===== src/rtl/feeder_pkg.sv =====
// Shared definitions for the pattern feeder.
//   feeder_state_t          : top-level sequencing states
//   DEFAULT_DEBOUNCE_CYCLES : stable cycles before a button level is accepted
//                             (10 ms at 50 MHz)
//   DEFAULT_AUTO_DIV        : clock cycles between auto-mode strobes
//                             (0.5 s at 50 MHz)
package feeder_pkg;

    typedef enum logic [1:0] {
        IDLE,
        LOADED,
        RUN,
        DONE
    } feeder_state_t;

    localparam int DEFAULT_DEBOUNCE_CYCLES = 500000;
    localparam int DEFAULT_AUTO_DIV        = 25000000;

endpackage


===== src/rtl/button_debounce.sv =====
// Pushbutton conditioner: 2-FF synchronizer, counter-based debouncer and a
// rising-edge detector on the debounced level.
// Ports:
//   clk     in  clock
//   rst     in  synchronous active-high reset
//   btn_raw in  raw asynchronous button input
//   level   out debounced button level
//   press   out one-cycle pulse on each rising edge of level
module button_debounce
    import feeder_pkg::*;
#(
    parameter int DEBOUNCE_CYCLES = DEFAULT_DEBOUNCE_CYCLES
) (
    input  logic clk,
    input  logic rst,
    input  logic btn_raw,
    output logic level,
    output logic press
);

    localparam int CNT_W = $clog2(DEBOUNCE_CYCLES + 1);

    logic             sync_a;
    logic             sync_b;
    logic             level_d;
    logic [CNT_W-1:0] cnt;

    always_ff @(posedge clk) begin
        if (rst) begin
            sync_a  <= 1'b0;
            sync_b  <= 1'b0;
            level   <= 1'b0;
            level_d <= 1'b0;
            cnt     <= '0;
        end else begin
            sync_a  <= btn_raw;
            sync_b  <= sync_a;
            level_d <= level;
            // The level flips only after the synchronized input has disagreed
            // with it for DEBOUNCE_CYCLES consecutive cycles; any agreement
            // (a bounce back) restarts the count.
            if (sync_b != level) begin
                if (cnt == CNT_W'(DEBOUNCE_CYCLES - 1)) begin
                    level <= sync_b;
                    cnt   <= '0;
                end else begin
                    cnt <= cnt + CNT_W'(1);
                end
            end else begin
                cnt <= '0;
            end
        end
    end

    assign press = level & ~level_d;

endmodule


===== src/rtl/pattern_feeder.sv =====
// Stimulus source for the 01[0*]1 sequence detector. Loads a pattern from the
// switches and shifts it out MSB first, one bit per strobe, either on a
// debounced step press or automatically every AUTO_DIV cycles.
// Ports:
//   clk         in  clock
//   rst         in  synchronous active-high reset
//   sw_pattern  in  pattern switches, sampled on a load
//   btn_load    in  raw load button
//   btn_step    in  raw step button
//   sw_auto     in  1 selects automatic stepping
//   sig_to_test out current pattern bit (registered)
//   ena         out one-cycle strobe: detector consumes sig_to_test now
//   bits_left   out bits not yet emitted
//   done        out pattern exhausted
module pattern_feeder
    import feeder_pkg::*;
#(
    parameter int PATTERN_W       = 16,
    parameter int DEBOUNCE_CYCLES = DEFAULT_DEBOUNCE_CYCLES,
    parameter int AUTO_DIV        = DEFAULT_AUTO_DIV
) (
    input  logic                           clk,
    input  logic                           rst,
    input  logic [PATTERN_W-1:0]           sw_pattern,
    input  logic                           btn_load,
    input  logic                           btn_step,
    input  logic                           sw_auto,
    output logic                           sig_to_test,
    output logic                           ena,
    output logic [$clog2(PATTERN_W+1)-1:0] bits_left,
    output logic                           done
);

    localparam int BL_W  = $clog2(PATTERN_W + 1);
    localparam int DIV_W = $clog2(AUTO_DIV);

    feeder_state_t        state;
    feeder_state_t        state_next;
    logic [PATTERN_W-1:0] shreg;
    logic [PATTERN_W-1:0] shreg_shifted;
    logic [DIV_W-1:0]     div;
    logic                 div_tc;
    logic                 load_p;
    logic                 step_p;
    logic                 do_load;
    logic                 do_shift;
    logic                 ena_next;
    logic                 div_clear;

    button_debounce #(.DEBOUNCE_CYCLES(DEBOUNCE_CYCLES)) u_load_btn (
        .clk     (clk),
        .rst     (rst),
        .btn_raw (btn_load),
        .level   (),
        .press   (load_p)
    );

    button_debounce #(.DEBOUNCE_CYCLES(DEBOUNCE_CYCLES)) u_step_btn (
        .clk     (clk),
        .rst     (rst),
        .btn_raw (btn_step),
        .level   (),
        .press   (step_p)
    );

    assign shreg_shifted = shreg << 1;
    assign div_tc        = (div == DIV_W'(AUTO_DIV - 1));

    always_ff @(posedge clk) begin
        if (rst) begin
            state <= IDLE;
        end else begin
            state <= state_next;
        end
    end

    // ena is registered: the emit decision is made one cycle ahead, and the
    // shift that consumes the bit happens on the edge ending the ena cycle.
    always_comb begin
        state_next = state;
        do_load    = 1'b0;
        ena_next   = 1'b0;
        div_clear  = 1'b1;
        case (state)
            IDLE: begin
                if (load_p) begin
                    do_load    = 1'b1;
                    state_next = LOADED;
                end
            end
            LOADED: begin
                if (load_p) begin
                    do_load = 1'b1;
                end else if (sw_auto) begin
                    state_next = RUN;
                end else if (step_p && !ena) begin
                    ena_next = 1'b1;
                end
            end
            RUN: begin
                div_clear = 1'b0;
                if (load_p) begin
                    do_load    = 1'b1;
                    div_clear  = 1'b1;
                    state_next = sw_auto ? RUN : LOADED;
                end else if (!sw_auto) begin
                    div_clear  = 1'b1;
                    state_next = LOADED;
                end else if (div_tc) begin
                    ena_next = 1'b1;
                end
            end
            DONE: begin
                if (load_p) begin
                    do_load    = 1'b1;
                    state_next = LOADED;
                end
            end
            default: state_next = IDLE;
        endcase
        // A load in the same cycle as a pending shift discards the shift.
        do_shift = ena && !do_load;
        if (do_shift && bits_left == BL_W'(1)) begin
            state_next = DONE;
        end
    end

    always_ff @(posedge clk) begin
        if (rst) begin
            shreg       <= '0;
            bits_left   <= '0;
            sig_to_test <= 1'b0;
            done        <= 1'b0;
            ena         <= 1'b0;
            div         <= '0;
        end else begin
            ena <= ena_next;
            if (div_clear || div_tc) begin
                div <= '0;
            end else begin
                div <= div + DIV_W'(1);
            end
            if (do_load) begin
                shreg       <= sw_pattern;
                bits_left   <= BL_W'(PATTERN_W);
                sig_to_test <= sw_pattern[PATTERN_W-1];
                done        <= 1'b0;
            end else if (do_shift) begin
                shreg       <= shreg_shifted;
                sig_to_test <= shreg_shifted[PATTERN_W-1];
                bits_left   <= bits_left - BL_W'(1);
                if (bits_left == BL_W'(1)) begin
                    done <= 1'b1;
                end
            end
        end
    end

endmodule


===== config.mk =====
export PLATFORM = sky130hd
export DESIGN_NAME = pattern_feeder
export DESIGN_NICKNAME = d
export VERILOG_FILES = /design/src/rtl/feeder_pkg.sv /design/src/rtl/button_debounce.sv /design/src/rtl/pattern_feeder.sv
export SDC_FILE = /design/constraint.sdc
export NUM_CORES = 1
export LEC_CHECK = 0
export BUFFER_PORTS_ARGS = -buffer_cell sky130_fd_sc_hd__buf_2
export CORE_ASPECT_RATIO = 0.8
export CORE_UTILIZATION = 54
export DETAILED_ROUTE_END_ITERATION = 8
export MAX_ROUTING_LAYER = met4
export PLACE_DENSITY_LB_ADDON = 0.12
export SYNTH_ARGS = -nofsm -noshare
export SYNTH_HDL_FRONTEND = slang
export SYNTH_HIERARCHICAL = 1
export SYNTH_SLANG_ARGS = --single-unit

===== constraint.sdc =====
create_clock -name clk -period 1.8 [get_ports clk]
set_input_delay 0.18 -clock clk [delete_from_list [all_inputs] [get_ports clk]]
set_output_delay 0.18 -clock clk [all_outputs]
set_load 0.1 [all_outputs]

==> flow_metrics.tcl, run 1 <==
set metrics [dict create \
    outcome "completed" \
    drc 0 \
    synthesis.nets 525 \
    power.leakage_nw 1.68 \
    hp-start "btn_load" \
    cts_max_level 3 \
    critPathMaxStageDelay_ns 0.44 \
    wl_per_cell_um 12.9 \
    worst_pin_slew_ns 0.493 \
    path_cells "ha_4 -> nand3_4 -> or4_4 -> o31ai_4 -> buf_12 -> a21oi_1" \
    ys_top_cells_by_count "dfxtp_1 (96), nor2_1 (93), a21oi_1 (34)" \
    antenna_cells 0 \
    crit_path_max_fanout 19 \
    cts_tree "done" \
    place_ws_ns 0.0749 \
    cts_root_buffer "clkbuf_8" \
    min_period_over_period 0.959 \
    timing.critical_path.to_type "register" \
    finClkSkew_ns 0.00989 \
    hold_class "input port to register" \
    first_pass_iters 6 \
    grtUsageTotal 0.220 \
    arrival_ns 1.97 \
    row_count 28 \
    report.power.total_mw 3.85 \
    core_area_mm2 0.00760 \
    grt_pass1_vias 3104 \
    clk_latency_ns 0.36 \
    die_height_um 82.4 \
    cp-start-kind "register" \
    ys_warn_count 6 \
    area_growth_pct 16.8 \
    setup_viol 0 \
    hold_viol 0 \
    synth_edf_count 0 \
    postCtsHoldBufs 0 \
    grt_antenna_before_repair 0 \
    reg2reg_from "u_load_btn/cnt[1]$_SDFF_PP0_" \
    critical_path_class "register to register" \
    ys_seq_area_frac 0.441 \
    grt_max_degree 31 \
    drv_cap 0 \
    dp_hpwl_um 6110 \
    synth_seq_cells 96 \
    synth_most_common_cell "dfxtp_1" \
    dp.cells 647 \
    synth_top_area_frac 0.441 \
    first_iter_violations 88 \
    relSlewSlack 0.674 \
    slew_viol_final 0 \
    io_pins 29 \
    p_per_area_mw_per_mm2 756 \
    wl_um 8570 \
    ff2ff_setup_slack_ns 0.07 \
    finalCriticalPeriod_ns 1.73 \
    die-area_mm2 0.00844 \
    rr_worst_depth 6 \
    ir_drop_uv 585 \
    synth.avg_cell_area_um2 8.77 \
    synth_area_leaders "dfxtp_1 (44%), nor2_1 (8.0%), xnor2_1 (6.4%), a21oi_1 (3.9%), mux2i_1 (3.4%)" \
    timing.rr.end "u_load_btn/cnt[17]$_SDFF_PP0_" \
    die_w_um 102 \
    start_util 0.574 \
    worst_slack_ns 0.0733 \
    viasPerCell 5.41 \
    drive_above_1_share 0.197 \
    grt-ovfl-total 0 \
    postRouteAntennaNets 0 \
    syn_area_mm2 0.00436 \
    portBuffers 28 \
    numCtsBuffers 9 \
    clk_path_buf_depth 2 \
    rsz0062_at_grt "yes" \
    syn_inst 497 \
    nNetsFinal 582 \
    clock.fmax_mhz 579 \
    grt_pass1_wl_um 14100 \
    vias 3591 \
    cts_sinks 96 \
    worst-endpoint-required_ns 2.04 \
    cts.clk_slew.worst_paths_ns 0.09 \
    cpMaxStageDelayCell "or4_4" \
    min_path_cells 2 \
    synth_largest_area_cell "dfxtp_1" \
    layoutNonFillerInstCount 664 \
    ys_types 50 \
    ys.flop_type "dfxtp_1" \
    gp_congestion 0.804 \
    async_reset_ff_frac 0 \
    hold_end "u_load_btn/sync_a$_SDFF_PP0_" \
]
==> repair_timing <==
action | 4_1_cts | 5_1_grt
setup buffers | 0 | 1
gates resized for setup | 0 | 4
endpoints found under the setup margin | 0 | 25
==> where the power goes <==
group | total, mW | switching (mW) | internal [mW] | leakage (nW)
combinational | 0.279 | 0.153 | 0.126 | 0.806
clock | 1.41 | 0.726 | 0.684 | 0.0928
sequential | 2.16 | 0.0143 | 2.14 | 0.779
total | 3.85 | 0.893 | 2.95 | 1.68
==> worst max-delay path, delay by kind of cell (launching register included) <==
family                   cells  cell delay, ns
flip-flops                   1            0.41
buffers and inverters        1            0.18
adder cells (fa/ha/maj)      1            0.19
AND/OR/NAND/NOR              2            0.51
AO/OA/AOI/OAI                2            0.31
==> metrics by stage <==
| stage | setup TNS (ns) | instance area [um2] | util | hold WS (ns) |
|---|---|---|---|---|
| after floorplan | 0 | 4420 | - | 0.252 |
| after global placement | 0 | 4880 | 0.642 | 0.390 |
| after detailed placement | 0 | 4880 | 0.642 | 0.393 |
| after CTS | 0 | 5080 | 0.668 | 0.00218 |
| after global routing | -0.0378 | 5090 | 0.670 | 0.0262 |
| final | 0 | 5090 | 0.670 | 0.0248 |
==> cell type report <==
type	instances	area, um2
fill	632	2510
multi-input combinational	364	2320
sequential	96	1940
timing repair buffer	63	428
clock buffer	12	145
tap	105	131
inverter	20	75.1
clock inverter	4	53.8
==> placed cells by master, fill, tap and decap left out, types with 3 or more instances in the layout <==
cell type	instances
dfxtp_2	7
nand2_1	17
clkbuf_8	10
or4_4	3
o21ai_0	6
nand4_1	24
nor2b_1	9
and4_1	4
or4_1	7
a21oi_1	34
buf_2	28
and3_2	3
inv_1	20
nor3_1	13
o31ai_1	6
nand3_1	20
nor4_1	13
buf_4	33
ha_1	5
or3_1	5
mux2i_1	15
xor2_1	13
nor2_1	93
a211oi_1	3
xnor2_1	32
dfxtp_1	87
==> worst max-delay path by stage <==
stage	from	endpoint	slack [ns]	cells after the start
after global routing	u_step_btn/cnt[3]$_SDFF_PP0_	u_step_btn/cnt[13]$_SDFF_PP0_	-0.03	4
after CTS	u_step_btn/cnt[1]$_SDFF_PP0_	u_step_btn/cnt[13]$_SDFF_PP0_	0.06	6
after detailed placement	u_step_btn/cnt[1]$_SDFF_PP0_	u_step_btn/cnt[13]$_SDFF_PP0_	0.07	6
after global placement	u_step_btn/cnt[1]$_SDFF_PP0_	u_step_btn/level$_SDFFE_PP0P_	0.11	5
final	u_load_btn/cnt[1]$_SDFF_PP0_	u_load_btn/cnt[17]$_SDFF_PP0_	0.07	6
after floorplan	u_load_btn/cnt[1]$_SDFF_PP0_	u_load_btn/cnt[10]$_SDFF_PP0_	0.0002	6
==> registers in the layout (all words and copies together) (netlist names), 2 cells and up <==
register and count:
bits_left 5, div 25, shreg 15, state 2
u_load_btn/cnt 19, u_step_btn/cnt 19
==> metal layers <==
| metal | global-route usage | up-vias | wire (um) |
|---|---|---|---|
| met3 | 0.0581 | 10 | 347 |
| met1 | 0.285 | 1660 | 4360 |
| li1 | - | 1858 | - |
| met2 | 0.340 | 63 | 3770 |
| met4 | 0.0614 | 0 | 85 |
| met5 | - | - | 0 |
==> logic make-up (layout without fill, tap and decap cells) <==
group | count (synthesis) | after routing | synth area share
and+or+nand+nor | 230 | 230 | 0.274
DFF | 96 | 96 | 0.441
buffers and inverters | 37 | 99 | 0.0379
AOI/OAI and AO/OA | 65 | 65 | 0.0976
xor gates and xnor gates | 45 | 45 | 0.0904
adders and majority gates | 7 | 7 | 0.0201
muxes | 17 | 17 | 0.0396
Note: power is estimated with default switching activity, not from simulation.
==> run 2: changes to the inputs <==
--- a/config.mk
+++ b/config.mk
@@ -7,7 +7,8 @@
 export LEC_CHECK = 0
 export BUFFER_PORTS_ARGS = -buffer_cell sky130_fd_sc_hd__buf_2
 export CORE_ASPECT_RATIO = 0.8
-export CORE_UTILIZATION = 54
+export CORE_UTILIZATION = 55
+export CTS_BUF_LIST = sky130_fd_sc_hd__clkbuf_2
 export DETAILED_ROUTE_END_ITERATION = 8
 export MAX_ROUTING_LAYER = met4
 export PLACE_DENSITY_LB_ADDON = 0.12
==> flow_metrics.tcl, run 2 (synthesized netlist as in run 1, its figures left out) <==
set metrics [dict create \
    core_area_mm2 0.00753 \
    report.power.total_mw 3.64 \
    viasPerCell 5.50 \
    slew_viol_final 0 \
    power.leakage_nw 1.78 \
    outcome "completed" \
    io_pins 29 \
    die_w_um 102 \
    grt_pass1_vias 3204 \
    cts_max_level 3 \
    arrival_ns 2.23 \
    first_iter_violations 118 \
    finClkSkew_ns 0.0256 \
    reg.largest.list "div x25, u_load_btn/cnt x19, u_step_btn/cnt x19" \
    gp_congestion 0.893 \
    hold_class "input port to register" \
    cts_sinks 96 \
    dp_hpwl_um 6140 \
    clk_latency_ns 0.56 \
    place_ws_ns 0.0719 \
    met2_usage 0.341 \
    drc 0 \
    setup_viol 0 \
    start_util 0.579 \
    hold_viol 0 \
    first_pass_iters 4 \
    regMostFlops "div" \
    layout_commonest_cell "nor2_1" \
    worst-endpoint-required_ns 2.30 \
    cts.clk_slew.worst_paths_ns 0.27 \
    wl_per_cell_um 13.3 \
    clock.fmax_mhz 577 \
    area_growth_pct 21.9 \
    numCtsBuffers 9 \
    crit_path_max_fanout 9 \
    postRouteAntennaNets 0 \
    dpl_cell_area_mm2 0.00486 \
    finalCriticalPeriod_ns 1.73 \
    antenna_cells 0 \
    nNetsFinal 604 \
    rr_worst_depth 7 \
    met3_usage 0.0604 \
    relSlewSlack 0.669 \
    grtUsageTotal 0.230 \
    timing.rr.end "u_load_btn/cnt[14]$_SDFF_PP0_" \
    drive_above_1_share 0.212 \
    reg2reg_from "u_load_btn/cnt[1]$_SDFF_PP0_" \
    startpoint "u_load_btn/cnt[1]$_SDFF_PP0_" \
    worst_slack_ns 0.0664 \
    timing.critical_path.to_type "register" \
    cts_tree "done" \
    grt_pass1_wl_um 14500 \
    min_period_over_period 0.963 \
    wl_um 9090 \
    ir_drop_uv 512 \
    critical_path_class "register to register" \
    grt_max_degree 35 \
    grt_antenna_before_repair 0 \
    fillers 580 \
    drv_cap 0 \
    setup.worst_path.end "u_load_btn/cnt[14]$_SDFF_PP0_" \
    worst_pin_slew_ns 0.500 \
    portBuffers 28 \
    die-area_mm2 0.00829 \
    grt_busiest_layer "met2" \
    die_height_um 81.6 \
    holdWs_ns 0.341 \
    final_area_mm2 0.00532 \
    cp-start-kind "register" \
    ff2ff_setup_slack_ns 0.07 \
    grtUsageMet1 0.310 \
    p_per_area_mw_per_mm2 685 \
    grt-ovfl-total 0 \
    largest_reg_flops 25 \
    clk_path_buf_depth 2 \
    row_count 28 \
    cts_root_buffer "clkbuf_2" \
    vias 3770 \
    final_cell_mix "nor2_1 (93), dfxtp_1 (80), a21oi_1 (34)" \
]
==> run 2: per-stage QoR <==
stage / util / instances / setup TNS [ns]
floorplan: - / 497 / 0
global placement: 0.646 / 645 / 0
detailed placement: 0.646 / 645 / 0
CTS: 0.691 / 681 / 0
global route: 0.706 / 686 / -0.125
finish: 0.706 / 686 / 0
==> run 2: area by class of cell <==
type / count / area [um2] / share of cell area
Clock inverter: 7 / 86.3 / 0.0162
Timing Repair Buffer: 85 / 688 / 0.129
Multi-Input combinational cell: 364 / 2340 / 0.440
Tap cell: 105 / 131 / 0.0247
Sequential cell: 96 / 1950 / 0.367
Inverter: 20 / 75.1 / 0.0141
Clock buffer: 9 / 45.0 / 0.00847
==> run 2: layer usage <==
metal / share of wire / vias to the layer above
li1: - / 1918
met3: 0.049 / 7
met2: 0.44 / 81
met4: 0.0087 / 0
met1: 0.50 / 1764
met5: 0 / -
==> run 2: power by group <==
part | switching [mW] | leakage, nW | total, mW | internal [mW]
Sequential | 0.0142 | 0.784 | 2.17 | 2.15
Combinational | 0.179 | 0.918 | 0.341 | 0.162
Clock | 0.775 | 0.0769 | 1.13 | 0.355
==> run 2: worst min-delay path by stage <==
stage / from / end / cells after the start / slack, ns
after global routing: btn_step / u_step_btn/sync_a$_SDFF_PP0_ / 3 / 0.27
after floorplan: rst / u_load_btn/sync_a$_SDFF_PP0_ / 1 / 0.25
final: btn_step / u_step_btn/sync_a$_SDFF_PP0_ / 3 / 0.34
after detailed placement: btn_load / u_load_btn/sync_a$_SDFF_PP0_ / 2 / 0.40
after CTS: btn_load / u_load_btn/sync_a$_SDFF_PP0_ / 3 / 0.30
after global placement: btn_load / u_load_btn/sync_a$_SDFF_PP0_ / 2 / 0.39
==> run 2: timing repair <==
action	CTS	global route
resized for setup	2	16
pin swaps	0	1
cloned	0	2
hold buffers	20	0
endpoints found under the hold margin	22	0
endpoints found under the setup margin	1	49
buffers inserted	0	3
==> run 2: critical path, stage by stage (launching register included) <==
cell and delay (ns):
dfxtp_2 0.43, ha_4 0.16, nand3_4 0.07, or4_4 0.44, o31ai_4 0.19, buf_4 0.18, clkbuf_16 0.15, nor2_1 0.04
==> run 3: changes to the inputs <==
--- a/config.mk
+++ b/config.mk
@@ -5,11 +5,13 @@
 export SDC_FILE = /design/constraint.sdc
 export NUM_CORES = 1
 export LEC_CHECK = 0
+export ABC_AREA = 1
 export BUFFER_PORTS_ARGS = -buffer_cell sky130_fd_sc_hd__buf_2
 export CORE_ASPECT_RATIO = 0.8
 export CORE_UTILIZATION = 55
 export CTS_BUF_LIST = sky130_fd_sc_hd__clkbuf_2
 export DETAILED_ROUTE_END_ITERATION = 8
+export GPL_TIMING_DRIVEN = 0
 export MAX_ROUTING_LAYER = met4
 export PLACE_DENSITY_LB_ADDON = 0.12
 export SYNTH_ARGS = -nofsm -noshare
==> flow_metrics.tcl, run 3 <==
set metrics [dict create \
    final_cell_mix "nand2_1 (204), nor2_1 (120), inv_1 (98)" \
    cts_tree "done" \
    path_cells "inv_1 -> nor2_4 -> inv_1 -> nand2_1 -> inv_1 -> buf_4 -> a22oi_1 -> nand2_1 -> nand2_1 -> inv_1" \
    place_ws_ns 0.0680 \
    gp_congestion 0.905 \
    nNetsFinal 825 \
    drive_above_1_share 0.152 \
    grtUsageTotal 0.241 \
    clk_latency_ns 0.55 \
    synth_area_leaders "dfxtp_1 (38%), nand2_1 (15%), nor2_1 (9.1%), inv_1 (7.3%), nand3_1 (4.4%)" \
    power.leakage_nw 2.27 \
    critical_path_class "register to register" \
    synthesis.nets 764 \
    vias 4514 \
    die-area_mm2 0.00949 \
    postRouteAntennaNets 0 \
    area_growth_pct 13.8 \
    grt_antenna_before_repair 0 \
    die_w_um 109 \
    timing.critical_path.to_type "register" \
    min_period_over_period 0.898 \
    ys_types 34 \
    viasPerCell 4.94 \
    ir_drop_uv 509 \
    cp-start-kind "register" \
    relSlewSlack 0.676 \
    critPathMaxStageDelay_ns 0.42 \
    finalSetupTns_ns 0 \
    grt_pass1_vias 4084 \
    crit_path_max_fanout 10 \
    row_count 30 \
    syn_area_mm2 0.00501 \
    ys.flop_type "dfxtp_1" \
    postCtsSetupBuffers 0 \
    antenna_cells 0 \
    p_per_area_mw_per_mm2 646 \
    grt_max_degree 16 \
    multi_input_area_mm2 0.00263 \
    portBuffers 28 \
    first_iter_violations 287 \
    worst_pin_slew_ns 0.489 \
    report.power.total_mw 3.68 \
    grt-ovfl-total 0 \
    core_area_mm2 0.00867 \
    crit_top_cell "inv_1" \
    cp_num_buf_inv 5 \
    grt_pass1_wl_um 17600 \
    clock.fmax_mhz 619 \
    rsz0062_at_grt "no" \
    synth_top_area_frac 0.384 \
    first_pass_iters 5 \
    fillers 779 \
    arrival_ns 2.10 \
    start_util 0.577 \
    ys_warn_count 6 \
    hold_viol 0 \
    synth_seq_cells 96 \
    numCtsBuffers 9 \
    reg.largest.list "div x25, u_load_btn/cnt x19, u_step_btn/cnt x19" \
    holdWs_ns 0.429 \
    wl_per_cell_um 11.3 \
    regMostFlops "div" \
    layout_commonest_cell "nand2_1" \
    worst_slack_ns 0.183 \
    syn_inst 736 \
    cts.clk_slew.worst_paths_ns 0.24 \
    setup_viol 0 \
    ys_top_cells_by_count "nand2_1 (204), nor2_1 (121), inv_1 (98)" \
    hold_class "input port to register" \
    dp_hpwl_um 7240 \
    cpMaxStageDelayCell "dfxtp_1" \
    regArea_mm2 0.00193 \
    synth_edf_count 0 \
    synth.avg_cell_area_um2 6.80 \
    cts_sinks 96 \
    finalCriticalPeriod_ns 1.62 \
    die_height_um 87.3 \
    synth_most_common_cell "nand2_1" \
    largest_reg_flops 25 \
    cts_root_buffer "clkbuf_2" \
    ys_seq_area_frac 0.384 \
    slew_viol_final 0 \
    finClkSkew_ns 0.0113 \
    cts_max_level 3 \
    async_reset_ff_frac 0 \
    wl_um 10300 \
    drc 0 \
    clk_path_buf_depth 2 \
    io_pins 29 \
    synth_largest_area_cell "dfxtp_1" \
    worst-endpoint-required_ns 2.29 \
    outcome "completed" \
    critPathTopFamily "buffers and inverters" \
    drv_cap 0 \
]
-- run 3: logic make-up (layout without fill, tap and decap cells) --
logic type                 after synthesis  after routing  share of synthesized area
xor gates and xnor gates                24             24                     0.0420
AOI/OAI and AO/OA                       51             51                     0.0612
and+or+nand+nor                        448            448                      0.402
adders and majority gates                7              7                     0.0175
buffers and inverters                  110            175                     0.0935
DFF                                     96             96                      0.384
-- run 3: layout make-up --
class,instances,share of cell area
plain buffers,9,0.0156
clock buffers,9,0.00791
clock inverters,6,0.0233
multi-input cells,530,0.461
inverters,101,0.0665
repair buffers,50,0.0633
well taps,112,0.0246
flip-flops and latches,96,0.338
-- run 3: final timing paths --
kind,startpoint,endpoint,slack (ns),cells after the start
setup / recovery,u_load_btn/level$_SDFFE_PP0P_,shreg[11]$_SDFFE_PP0P_,0.18,10
hold / removal,sw_pattern[0],shreg[0]$_SDFFE_PP0P_,0.43,4
setup reg to reg,u_load_btn/level$_SDFFE_PP0P_,shreg[11]$_SDFFE_PP0P_,0.18,10
hold reg to reg,u_load_btn/sync_a$_SDFF_PP0_,u_load_btn/sync_b$_SDFF_PP0_,0.43,2
-- run 3: where the power goes --
part           switching [mW]  internal (mW)
clock network           0.707          0.726
registers             0.00309           2.14
logic                  0.0461         0.0589
-- run 3: stage by stage --
step / std cells / instance area (um2) / utilization
finish: 913 / 5700 / 0.657
global route: 913 / 5700 / 0.657
CTS: 913 / 5690 / 0.656
detailed placement: 876 / 5290 / 0.610
global placement: 876 / 5290 / 0.610
floorplan: 736 / 5010 / -
-- run 3: tightest hold or removal path, cell delays in order --
cell,delay [ns]
dlygate4sd3_1,0.55
buf_2,0.12
nand2_1,0.06
a21oi_1,0.06
-- run 3: timing repair --
| action | in CTS | in global routing |
|---|---|---|
| gates resized for setup | 0 | 2 |
| hold buffers | 22 | 0 |
| endpoints found under the hold margin | 23 | 0 |
| endpoints found under the setup margin | 0 | 31 |
-- run 3: layer usage --
metal,vias to the layer above,GRT usage,share of wire
li1,2387,-,-
met1,2021,0.303,0.49
met2,91,0.383,0.45
met3,15,0.0546,0.041
met4,0,0.0762,0.015
met5,-,-,0
